--- src/rtl/chip8_pkg.sv ---
// chip8_pkg: shared types and default constants for the CHIP-8 sound generator.
// Optional feature macro: CHIP8_SOUND_TAIL_EN (adds the TAIL state in chip8_sound_gen).
package chip8_pkg;

    typedef enum logic [1:0] {
        SILENT = 2'd0,
        TONE   = 2'd1,
        TAIL   = 2'd2
    } snd_state_t;

    localparam int                  SND_W           = 16;
    localparam int                  SND_SAMPLE_DIV  = 1042;
    localparam int                  SND_HALF_PERIOD = 55;
    localparam logic signed [15:0]  SND_AMPLITUDE   = 16'sd8000;

    // Counter width able to hold 0..n-1, never narrower than one bit.
    function automatic int cnt_w(input int n);
        return (n > 1) ? $clog2(n) : 1;
    endfunction

endpackage

--- src/rtl/chip8_tick_div.sv ---
// chip8_tick_div: free-running divider, one-cycle o_tick every DIV clk50 cycles.
module chip8_tick_div
    import chip8_pkg::*;
#(
    parameter int DIV = SND_SAMPLE_DIV
) (
    input  logic clk50,
    input  logic reset,
    output logic o_tick
);

    localparam int           W    = cnt_w(DIV);
    localparam logic [W-1:0] LAST = W'(DIV - 1);

    logic [W-1:0] r_div_cnt;

    assign o_tick = (r_div_cnt == LAST);

    // Count 0..DIV-1 and wrap on the tick cycle.
    always_ff @(posedge clk50) begin
        if (reset)
            r_div_cnt <= '0;
        else if (o_tick)
            r_div_cnt <= '0;
        else
            r_div_cnt <= r_div_cnt + 1'b1;
    end

endmodule

--- src/rtl/chip8_sound_gen.sv ---
// chip8_sound_gen: square-wave PCM generator gated by the CHIP-8 sound timer.
// Define CHIP8_SOUND_TAIL_EN to let the tone finish its low half-cycle before
// going silent (TAIL state); without it the tone stops on the next tick.
module chip8_sound_gen
    import chip8_pkg::*;
#(
    parameter int                       SAMPLE_DIV  = SND_SAMPLE_DIV,
    parameter int                       HALF_PERIOD = SND_HALF_PERIOD,
    parameter logic signed [SND_W-1:0]  AMPLITUDE   = SND_AMPLITUDE
) (
    input  logic                     clk50,
    input  logic                     reset,
    input  logic [7:0]               st_val,
    input  logic                     sample_ready,
    output logic                     sample_valid,
    output logic signed [SND_W-1:0]  sample,
    output logic                     tone_active,
    output logic [7:0]               overrun_cnt
);

    localparam int            PW      = cnt_w(HALF_PERIOD);
    localparam logic [PW-1:0] PH_LAST = PW'(HALF_PERIOD - 1);

    logic                     w_tick;
    logic                     w_timer_on;
    logic                     w_half_end;
    snd_state_t               r_state,     w_state_nxt;
    logic [PW-1:0]            r_phase_cnt, w_phase_cnt_nxt;
    logic                     r_phase,     w_phase_nxt;
    logic signed [SND_W-1:0]  w_new_sample;
    logic                     r_valid;
    logic signed [SND_W-1:0]  r_sample;
    logic [7:0]               r_overrun;

    chip8_tick_div #(.DIV(SAMPLE_DIV)) u_div (
        .clk50  (clk50),
        .reset  (reset),
        .o_tick (w_tick)
    );

    assign w_timer_on = (st_val != 8'd0);
    assign w_half_end = (r_phase_cnt == PH_LAST);

    // Next state, phase advance and the sample for this tick (from the pre-transition state).
    always_comb begin
        w_state_nxt     = r_state;
        w_phase_cnt_nxt = r_phase_cnt;
        w_phase_nxt     = r_phase;
        w_new_sample    = '0;
        if (r_state != SILENT) begin
            w_new_sample = r_phase ? AMPLITUDE : -AMPLITUDE;
            if (w_half_end) begin
                w_phase_cnt_nxt = '0;
                w_phase_nxt     = ~r_phase;
            end else begin
                w_phase_cnt_nxt = r_phase_cnt + 1'b1;
            end
        end
        case (r_state)
            SILENT: begin
                if (w_timer_on) begin
                    w_state_nxt     = TONE;
                    w_phase_cnt_nxt = '0;
                    w_phase_nxt     = 1'b1;
                end
            end
            TONE: begin
                if (!w_timer_on) begin
`ifdef CHIP8_SOUND_TAIL_EN
                    w_state_nxt = TAIL;
`else
                    w_state_nxt = SILENT;
`endif
                end
            end
`ifdef CHIP8_SOUND_TAIL_EN
            TAIL: begin
                // Re-trigger keeps the running phase; otherwise stop at the end of a low half.
                if (w_timer_on)
                    w_state_nxt = TONE;
                else if (!r_phase && w_half_end)
                    w_state_nxt = SILENT;
            end
`endif
            default: w_state_nxt = SILENT;
        endcase
    end

    // Tone state and phase only move on sample ticks.
    always_ff @(posedge clk50) begin
        if (reset) begin
            r_state     <= SILENT;
            r_phase_cnt <= '0;
            r_phase     <= 1'b0;
        end else if (w_tick) begin
            r_state     <= w_state_nxt;
            r_phase_cnt <= w_phase_cnt_nxt;
            r_phase     <= w_phase_nxt;
        end
    end

    // Output handshake: load on tick when the slot is free or being drained, else count the drop.
    always_ff @(posedge clk50) begin
        if (reset) begin
            r_valid   <= 1'b0;
            r_sample  <= '0;
            r_overrun <= '0;
        end else if (w_tick) begin
            if (!r_valid || sample_ready) begin
                r_sample <= w_new_sample;
                r_valid  <= 1'b1;
            end else if (r_overrun != 8'hFF) begin
                r_overrun <= r_overrun + 1'b1;
            end
        end else if (r_valid && sample_ready) begin
            r_valid <= 1'b0;
        end
    end

    assign sample_valid = r_valid;
    assign sample       = r_sample;
    assign overrun_cnt  = r_overrun;
    assign tone_active  = (r_state != SILENT);

endmodule
--- config.mk ---
export PLATFORM = sky130hd
export DESIGN_NAME = chip8_sound_gen
export DESIGN_NICKNAME = d
export VERILOG_FILES = /design/src/rtl/chip8_pkg.sv /design/src/rtl/chip8_tick_div.sv /design/src/rtl/chip8_sound_gen.sv
export SDC_FILE = /design/constraint.sdc
export NUM_CORES = 1
export LEC_CHECK = 0
export ABC_AREA = 1
export BUFFER_PORTS_ARGS = -buffer_cell sky130_fd_sc_hd__buf_2
export CORE_ASPECT_RATIO = 1.1
export CORE_UTILIZATION = 34
export CTS_BUF_LIST = sky130_fd_sc_hd__clkbuf_4 sky130_fd_sc_hd__clkbuf_8
export DETAILED_ROUTE_END_ITERATION = 12
export RECOVER_POWER = 25
export SKIP_LAST_GASP = 1
export SLEW_MARGIN = 30
export SYNTH_ARGS = -nofsm -noshare
export SYNTH_HDL_FRONTEND = slang
export SYNTH_SLANG_ARGS = --single-unit
--- constraint.sdc ---
create_clock -name clk50 -period 1.7 [get_ports clk50]
set_input_delay 0.255 -clock clk50 [delete_from_list [all_inputs] [get_ports clk50]]
set_output_delay 0.255 -clock clk50 [all_outputs]
set_load 0.02 [all_outputs]
==> out/results.ini <==
[sta]
timing.fmax_mhz = 658
hold_viol_final = 0
setup_viol = 0
rsz0062_at_grt = no
setup_tns_ns = 0
clock_skew_ns = 0.00400
period_share_pct = 89.5
slew_violations = 0
period_needed_ns = 1.52
holdWs_ns = 0.311

[drt]
antenna_left = 0
route.detailed.drc = 0
routed_wl_um = 3720
first_iter_violations = 71
viasPerCell = 4.43
first_pass_iters = 4
wl_per_cell_um = 10.3
vias = 1602

[layout]
seq_area_um2 = 621
diodes = 0
stdcell_count = 362
area_growth_pct = 12.0
multi_input_area_um2 = 1020
nets = 302
fillers = 594
finalCoreUtilization_pct = 39.5
drive_above_1_share_pct = 19.9
stdcell_area_um2 = 2130

[clock_tree]
h-tree-depth = 2
post_cts_buffers = 0
clock-sinks = 31
clk_latency_ns = 0.28
post_cts_resize_count = 0
cts_buffers = 5
cts_tree = built
cts.path.max_buffers = 2
clk_pin_slew_worst_paths_ns = 0.07
hold_buffers = 0
cts_root_buf = clkbuf_8

[logic_synthesis]
synth_cell_types = 32
synthArstFlopShare_pct = 0
synth_ff_type = dfxtp_1
syn_area_um2 = 1900
synth-seq-area-share_pct = 32.6
synth-seq-cells = 31
syn_inst = 262
synth-edff-count = 0
synth-warning-count = 0
syn_area_per_cell_um2 = 7.26

[setup_path]
crit_chain = ha_1, nand2_1, nor3_2, nand2_2, nand2_1, nor3_1
worstSetupStartpointType = register
slowest_stage = dfxtp_1
cp_slowest_stage_delay_ns = 0.39
arrival_ns = 1.68
worstSetupPathType = reg2reg
critPathCaptureType = register
path_max_fanout = 11
cp.required_ns = 1.86
cpMostUsedCell = nand2_1

[place]
gp_congestion = 0.770
portBuffers = 30
dp.cells = 354
place_area_um2 = 2030
hpwl_um = 2820

[grt]
grt_pass1_vias = 1478
antenna_found_initial = 0
met1_usage_pct = 17.1
top_usage_layer = met2
grt_pass1_wl_um = 6550
grt_max_degree = 18
track_usage_pct = 14.3
grt-ovfl-total = 0
grtUsageMet2_pct = 24.6
use_met3_pct = 3.89

[die]
rows = 28
die_height_um = 80.4
boundaryPins = 37
core_area_um2 = 5400
die_w_um = 73.3
die-area_um2 = 5900
start_util_pct = 35.3

[worst_hold_path]
hold_path.class = in2reg

[power_and_ir_drop]
peakVddDrop_uv = 286
p_leak_nw = 0.898
p_sw_w = 0.000331
clkPwrFrac_pct = 48.6
power_frac_seq_pct = 47.5
p_per_area_nw_per_um2 = 732
combPwrFrac_pct = 3.9
p_int_w = 0.00123
swShare_pct = 21.3

[job]
drv_cap = 0

[status]
status = complete, no violations

[final timing paths]
kind	start	to	slack [ns]	cells after the start
worst max-delay path	u_div.r_div_cnt[0]$_SDFF_PP0_	u_div.r_div_cnt[6]$_SDFF_PP0_	0.18	6
worst min-delay path	reset	r_phase_cnt[0]$_SDFFE_PP0P_	0.31	4
worst max register to register	u_div.r_div_cnt[0]$_SDFF_PP0_	u_div.r_div_cnt[6]$_SDFF_PP0_	0.18	6
worst min register to register	u_div.r_div_cnt[0]$_SDFF_PP0_	u_div.r_div_cnt[0]$_SDFF_PP0_	0.48	1
[sequential cells by signal (all words and copies together), names as in the netlist]
name and count:
overrun_cnt 8, sample_valid 1, r_state 1, sample 3, r_phase 1, r_phase_cnt 6, u_div.r_div_cnt 11
[worst max-delay path, delay by kind of cell, from the launching register on]
family / cells / cell delay [ns]
adder cells (fa/ha/maj): 1 / 0.20
AND/OR/NAND/NOR: 5 / 0.82
flip-flops: 1 / 0.39
[placed cells by master (no fill, tap or decap), drive strengths merged]
| cell | n |
|---|---|
| clkinv | 1 |
| nor3b | 1 |
| nor2 | 27 |
| conb | 6 |
| nand3b | 1 |
| nand3 | 24 |
| a21oi | 25 |
| clkbuf | 18 |
| nor3 | 7 |
| bufinv | 1 |
| nand4 | 7 |
| inv | 33 |
| xnor2 | 2 |
| xor2 | 7 |
| dfxtp | 31 |
| buf | 20 |
| o21ai | 11 |
| ha | 5 |
| nand2 | 60 |
[layout make-up]
class / instances / share of cell area [%]
Clock buffer: 6 / 3.88
Clock inverter: 2 / 1.65
Multi-Input combinational cell: 183 / 48.1
Timing Repair Buffer: 32 / 7.05
Inverter: 33 / 5.82
Tap cell: 75 / 4.41
Sequential cell: 31 / 29.1
[through the flow]
step	total power [W]	worst slack (ns)
5_1_grt	0.00163	0.0158
2_1_floorplan	0.000811	0.323
3_3_place_gp	0.000818	0.205
3_5_place_dp	0.000818	0.145
6_report	0.00156	0.179
4_1_cts	0.00158	0.138
[power by group through the flow]
| stage | clock network, W | logic [W] | registers, W |
|---|---|---|---|
| floorplan | 0 | 0.0000563 | 0.000755 |
| global placement | 0 | 0.0000614 | 0.000756 |
| detailed placement | 0 | 0.0000617 | 0.000757 |
| CTS | 0.000777 | 0.0000620 | 0.000740 |
| global route | 0.000820 | 0.0000701 | 0.000741 |
| finish | 0.000758 | 0.0000606 | 0.000740 |
[synth_stat cells (5+ instances only)]
master | number | area (um2)
a21oi_1 | 24 | 120
buf_4 | 15 | 113
dfxtp_1 | 31 | 621
ha_1 | 5 | 62.6
inv_1 | 27 | 101
inv_2 | 6 | 22.5
nand2_1 | 54 | 203
nand2_2 | 5 | 31.3
nand3_1 | 21 | 105
nand4_1 | 7 | 43.8
nor2_1 | 19 | 71.3
o21ai_1 | 9 | 45.0
xor2_1 | 7 | 61.3
[logic make-up after synthesis]
| kind of cell | after synthesis | share of synthesized area, % |
|---|---|---|
| buffers and inverters | 53 | 14.5 |
| other | 1 | 0.197 |
| xor gates and xnor gates | 9 | 4.14 |
| DFF | 31 | 32.6 |
| adders and majority gates | 5 | 3.29 |
| and+or+nand+nor | 127 | 35.5 |
| AOI/OAI and AO/OA | 36 | 9.67 |
[per-layer routing]
metal	vias up	wire, um
li1	873	-
met1	697	1810
met2	27	1720
met3	5	147
met4	0	51
met5	-	0
(Power assumes the default switching activity.)
